===== src/rtl/serial_loop_fifo_if.sv =====
// Receiver/transmitter/flow-control bundle for serial_loop_fifo.
// The master side drives received characters and transmitter status; the slave side is the buffer.
interface serial_loop_fifo_if #(
  parameter int unsigned WIDTH = 8,
  parameter int unsigned DEPTH = 16
);
  localparam int unsigned LW = $clog2(DEPTH) + 1;

  logic [WIDTH-1:0] rx_data;
  logic             rx_finish;
  logic [WIDTH-1:0] tx_data;
  logic             tx_send;
  logic             tx_ready;
  logic             cts;
  logic             rts;
  logic [LW-1:0]    level;
  logic             overflow;
  logic             ovf_clr;

  modport master (
    output rx_data, rx_finish, tx_ready, rts, ovf_clr,
    input  tx_data, tx_send, cts, level, overflow
  );

  modport slave (
    input  rx_data, rx_finish, tx_ready, rts, ovf_clr,
    output tx_data, tx_send, cts, level, overflow
  );
endinterface


===== src/rtl/serial_loop_fifo.sv =====
// Count-based receive-to-transmit FIFO with selectable overflow policy, sticky overflow flag,
// cts/rts flow control and a three-state transmit handshake.
module serial_loop_fifo #(
  parameter int unsigned WIDTH     = 8,
  parameter int unsigned DEPTH     = 16,
  parameter int unsigned AFULL     = 12,
  parameter bit          OVERWRITE = 1'b0
) (
  input logic              clk,
  input logic              rst,
  serial_loop_fifo_if.slave bus
);
  localparam int unsigned PW = $clog2(DEPTH);
  localparam int unsigned LW = PW + 1;

  typedef enum logic [1:0] {StIdle, StBusy, StDone} state_e;

  state_e           state_q, state_d;
  logic [WIDTH-1:0] mem [DEPTH];
  logic [PW-1:0]    wr_ptr_q, rd_ptr_q;
  logic [LW-1:0]    level_q, level_d;
  logic [WIDTH-1:0] tx_data_q;
  logic             tx_send_q, tx_send_d;
  logic             ovf_q, cts_q;
  logic             full, empty;
  logic             pop, push_acc, push_ovw, ovf_set;

  assign full  = (level_q == LW'(DEPTH));
  assign empty = (level_q == '0);

  always_ff @(posedge clk) begin
    if (rst) begin
      state_q <= StIdle;
    end else begin
      state_q <= state_d;
    end
  end

  // rts only gates the start of a character; an accepted character always completes.
  always_comb begin
    state_d = state_q;
    unique case (state_q)
      StIdle:  if (!empty && bus.tx_ready && !bus.rts) state_d = StBusy;
      StBusy:  if (!bus.tx_ready) state_d = StDone;
      StDone:  if (bus.tx_ready) state_d = StIdle;
      default: state_d = StIdle;
    endcase
  end

  always_comb begin
    pop       = (state_q == StIdle) && (state_d == StBusy);
    tx_send_d = (state_d == StBusy);
  end

  // A pop in the same cycle frees a slot, so a push into a full FIFO is then accepted.
  always_comb begin
    push_acc = bus.rx_finish && (!full || pop);
    ovf_set  = bus.rx_finish && full && !pop;
    push_ovw = ovf_set && OVERWRITE;
    level_d  = level_q;
    if (push_acc && !pop) begin
      level_d = level_q + LW'(1);
    end else if (pop && !push_acc) begin
      level_d = level_q - LW'(1);
    end
  end

  always_ff @(posedge clk) begin
    if (!rst && (push_acc || push_ovw)) begin
      mem[wr_ptr_q] <= bus.rx_data;
    end
  end

  always_ff @(posedge clk) begin
    if (rst) begin
      wr_ptr_q  <= '0;
      rd_ptr_q  <= '0;
      level_q   <= '0;
      tx_data_q <= '0;
      tx_send_q <= 1'b0;
      ovf_q     <= 1'b0;
      cts_q     <= 1'b0;
    end else begin
      if (push_acc || push_ovw) begin
        wr_ptr_q <= wr_ptr_q + PW'(1);
      end
      // Overwrite never coincides with a pop, so rd_ptr moves by at most one.
      if (pop || push_ovw) begin
        rd_ptr_q <= rd_ptr_q + PW'(1);
      end
      if (pop) begin
        tx_data_q <= mem[rd_ptr_q];
      end
      level_q   <= level_d;
      tx_send_q <= tx_send_d;
      cts_q     <= (32'(level_d) >= AFULL);
      if (ovf_set) begin
        ovf_q <= 1'b1;
      end else if (bus.ovf_clr) begin
        ovf_q <= 1'b0;
      end
    end
  end

  assign bus.tx_data  = tx_data_q;
  assign bus.tx_send  = tx_send_q;
  assign bus.cts      = cts_q;
  assign bus.level    = level_q;
  assign bus.overflow = ovf_q;
endmodule

===== src/flat_wrapper.sv =====
// flat-port wrapper written by rule: the top's interface ports become plain ports
module serial_loop_fifo_flat 
#(
  parameter int unsigned WIDTH     = 8,
  parameter int unsigned DEPTH     = 16,
  parameter int unsigned AFULL     = 12,
  parameter bit          OVERWRITE = 1'b0
)
  (clk, rst, bus_rx_data, bus_rx_finish, bus_tx_ready, bus_rts, bus_ovf_clr, bus_tx_data, bus_tx_send, bus_cts, bus_level, bus_overflow);
  serial_loop_fifo_if #(.WIDTH(WIDTH), .DEPTH(DEPTH)) bus_i ();
  input logic clk;
  input logic rst;
  input wire logic [$bits(bus_i.rx_data)-1:0] bus_rx_data;
  input wire logic [$bits(bus_i.rx_finish)-1:0] bus_rx_finish;
  input wire logic [$bits(bus_i.tx_ready)-1:0] bus_tx_ready;
  input wire logic [$bits(bus_i.rts)-1:0] bus_rts;
  input wire logic [$bits(bus_i.ovf_clr)-1:0] bus_ovf_clr;
  output wire logic [$bits(bus_i.tx_data)-1:0] bus_tx_data;
  output wire logic [$bits(bus_i.tx_send)-1:0] bus_tx_send;
  output wire logic [$bits(bus_i.cts)-1:0] bus_cts;
  output wire logic [$bits(bus_i.level)-1:0] bus_level;
  output wire logic [$bits(bus_i.overflow)-1:0] bus_overflow;
  assign bus_i.rx_data = bus_rx_data;
  assign bus_i.rx_finish = bus_rx_finish;
  assign bus_i.tx_ready = bus_tx_ready;
  assign bus_i.rts = bus_rts;
  assign bus_i.ovf_clr = bus_ovf_clr;
  assign bus_tx_data = bus_i.tx_data;
  assign bus_tx_send = bus_i.tx_send;
  assign bus_cts = bus_i.cts;
  assign bus_level = bus_i.level;
  assign bus_overflow = bus_i.overflow;
  serial_loop_fifo #(.WIDTH(WIDTH), .DEPTH(DEPTH), .AFULL(AFULL), .OVERWRITE(OVERWRITE)) u_core (.clk(clk), .rst(rst), .bus(bus_i));
endmodule

===== config.mk =====
export PLATFORM = sky130hd
export DESIGN_NAME = serial_loop_fifo_flat
export DESIGN_NICKNAME = d
export VERILOG_FILES = /design/src/rtl/serial_loop_fifo_if.sv /design/src/rtl/serial_loop_fifo.sv /design/src/flat_wrapper.sv
export SDC_FILE = /design/constraint.sdc
export NUM_CORES = 1
export LEC_CHECK = 0
export BUFFER_PORTS_ARGS = -buffer_cell sky130_fd_sc_hd__buf_4
export CAP_MARGIN = 5
export CORE_AREA = 2 2 114 116
export CTS_CLUSTER_SIZE = 24
export DETAILED_ROUTE_END_ITERATION = 10
export DIE_AREA = 0 0 116 118
export PLACE_DENSITY = 0.67
export SLEW_MARGIN = 25
export SYNTH_ARGS = -nofsm -noshare
export SYNTH_HDL_FRONTEND = slang
export SYNTH_SLANG_ARGS = --single-unit
export TNS_END_PERCENT = 10

===== constraint.sdc =====
create_clock -name clk -period 2.8 [get_ports clk]
set_clock_uncertainty 0.1 [all_clocks]
set_input_delay 0.56 -clock clk [delete_from_list [all_inputs] [get_ports clk]]
set_output_delay 0.56 -clock clk [all_outputs]
set_load 0.005 [all_outputs]

==> flow_metrics.tcl <==
set metrics [dict create \
    outcome "finished clean" \
    rows 41 \
    wirelength_mm 12.2 \
    cp.required_ns 2.88 \
    synth_area_per_cell_um2 16.9 \
    wl_per_cell_um 20.4 \
    period_share_pct 83.2 \
    vdd_drop_max_mv 0.413 \
    die-area_um2 13700 \
    cellLeakagePower_nw 2.43 \
    cts_sinks 154 \
    synth-edff-count 128 \
    syn-instance-count 365 \
    antenna_found_initial 0 \
    start_kind "register" \
    finalNetCount 437 \
    period_needed_ns 2.33 \
    syn2layout_area_growth_pct 18.1 \
    via_count 3304 \
    drc 0 \
    dr.pass1.iters 4 \
    hold_viol 0 \
    diodes 0 \
    ys.flop_type "edfxtp_1" \
    slew_headroom_pct 58.6 \
    max_cap_viol_count 0 \
    rsz0062_at_grt "false" \
    htreeDepth 4 \
    post-route-util_pct 58.6 \
    dp_hpwl_mm 7.90 \
    ys_warn_count 0 \
    initial_core_util_pct 49.6 \
    place_congestion 0.815 \
    dieWidth_um 116 \
    p_total_mw 5.66 \
    powerDensity_nw_per_um2 778 \
    port_buffers 29 \
    cp-end-kind "register" \
    yosysSeqAreaShare_pct 70.9 \
    place_area_um2 6690 \
    ios 30 \
    slew_viol_final 0 \
    ant_nets 0 \
    clkTransAtPathRegs_ns 0.06 \
    tritoncts "yes" \
    clkLatencyLatePin_ns 0.42 \
    vias_per_cell 5.51 \
    cts_resized 0 \
    cts_setup_buffers 0 \
    grt_pass1_wl_mm 19.2 \
    initialDrtViolationCount 333 \
    setup_violations 0 \
    grt_usage_pct 19.4 \
    max_freq_ghz 0.429 \
    ys_types 39 \
    syn_nets 387 \
    first_global_vias 3406 \
    crit_fanout 8 \
    grt_max_degree 36 \
    hold_path.class "in -> reg" \
    synthArstFlopShare_pct 0 \
    arrival_ns 2.40 \
    ctsHoldBuffers 0 \
    path_class "reg -> reg" \
    cts_buffers 17 \
    fp.dieH_um 118 \
    final_common_cell "edfxtp_1" \
    coreArea_um2 12400 \
    dp_slack_ns 0.263 \
    fin_ws_ns 0.471 \
    syn-cell-area_um2 6160 \
    stdcell_area_um2 7280 \
    cts_max_path_buffers 2 \
    ys_ff_latch 154 \
    overflow 0 \
    layout-drive-gt1-share_pct 27.6 \
    fin_setup_tns_ns 0 \
    root_buffer "clkbuf_16" \
    final_cell_mix "edfxtp_1, buf_4, nor2_1, mux4_2, dfxtp_1" \
    tightest_slew_ns 0.620 \
]
==> per-stage QoR <==
stage,std cells,hold WS [ns]
6_report,600,0.227
5_1_grt,600,0.217
4_1_cts,600,0.199
3_5_place_dp,568,0.366
3_3_place_gp,568,0.358
2_1_floorplan,365,0.362
==> state kept, by name (all words and copies together) (netlist names) <==
register and cells:
u_core.bus.cts 1, u_core.rd_ptr_q 4, u_core.state_q 2, u_core.bus.tx_data 8
u_core.mem 128, u_core.wr_ptr_q 4, u_core.bus.overflow 1, u_core.bus.tx_send 1
u_core.bus.level 5
==> where the power goes <==
| group | switching (mW) | leakage (nW) | internal (mW) |
|---|---|---|---|
| clock | 0.861 | 0.276 | 1.39 |
| sequential | 0.0585 | 1.36 | 2.55 |
| combinational | 0.415 | 0.787 | 0.387 |
==> cell usage after synthesis, types with 2 or more instances <==
cell      number  share of area [%]
a21oi_1       14                1.1
nand2b_1       2               0.20
clkbuf_1      11               0.67
nor2_1        35                2.1
and2_1         2               0.20
xor2_1         3               0.43
nor2b_1        4               0.41
o21ai_0       20                1.6
ha_1           8                1.6
buf_1          3               0.18
dfxtp_1       26                8.5
nand4_1        4               0.41
mux4_2        32                 12
edfxtp_1     128                 62
nand2_1        9               0.55
nor3_1         3               0.24
inv_1          7               0.43
xnor2_1        5               0.71
a22o_1        16                2.3
or3_1          2               0.20
nor4b_1        5               0.71
nand3_1        3               0.24
buf_2          6               0.49
or4_1          2               0.24
==> critical path, cell delays in order (launching register included) <==
cell and delay (ns):
dfxtp_1 0.37, inv_1 0.14, ha_1 0.23, nor3b_1 0.50
a31oi_4 0.25, nand2_1 0.25, nor2_1 0.08, buf_4 0.17
==> worst paths after layout <==
path / slack (ns) / cells past startpoint / end / from
max: 0.47 / 7 / u_core.mem[7][4] / u_core.bus.level[1]
min: 0.23 / 2 / u_core.state_q[1] / bus_tx_ready
max reg2reg: 0.47 / 7 / u_core.mem[7][4] / u_core.bus.level[1]
min reg2reg: 0.37 / 2 / u_core.bus.overflow / u_core.bus.overflow
==> cell type report <==
class                           count  area (um^2)
Clock buffer                       19          433
Timing Repair Buffer               52          403
Clock inverter                     13          153
Tap cell                          172          215
Multi-Input combinational cell    183         1680
Sequential cell                   154         4370
Fill cell                         956         5140
Inverter                            7         26.3
==> metal layers <==
layer / share of wire [%] / wire length [um] / global-route usage, % / vias to the layer above
li1: - / - / - / 1534
met1: 46 / 5650 / 27.9 / 1659
met2: 47 / 5810 / 28.3 / 95
met3: 5.0 / 618 / 5.46 / 16
met4: 1.4 / 177 / 7.51 / 0
met5: 0 / 0 / 0 / -
==> cell families (layout without fill, tap and decap cells) <==
logic type,count (synthesis),in the layout,synth area share (%)
XOR/XNOR,8,8,1.14
AND/OR/NAND/NOR,76,76,6.30
adder cells (fa/ha/maj),8,8,1.63
AO/OA/AOI/OAI,58,58,6.28
multiplexers,33,33,11.9
flip-flops,154,154,70.9
buffers and inverters,28,91,1.95
Note: power is estimated with default switching activity, not from simulation.
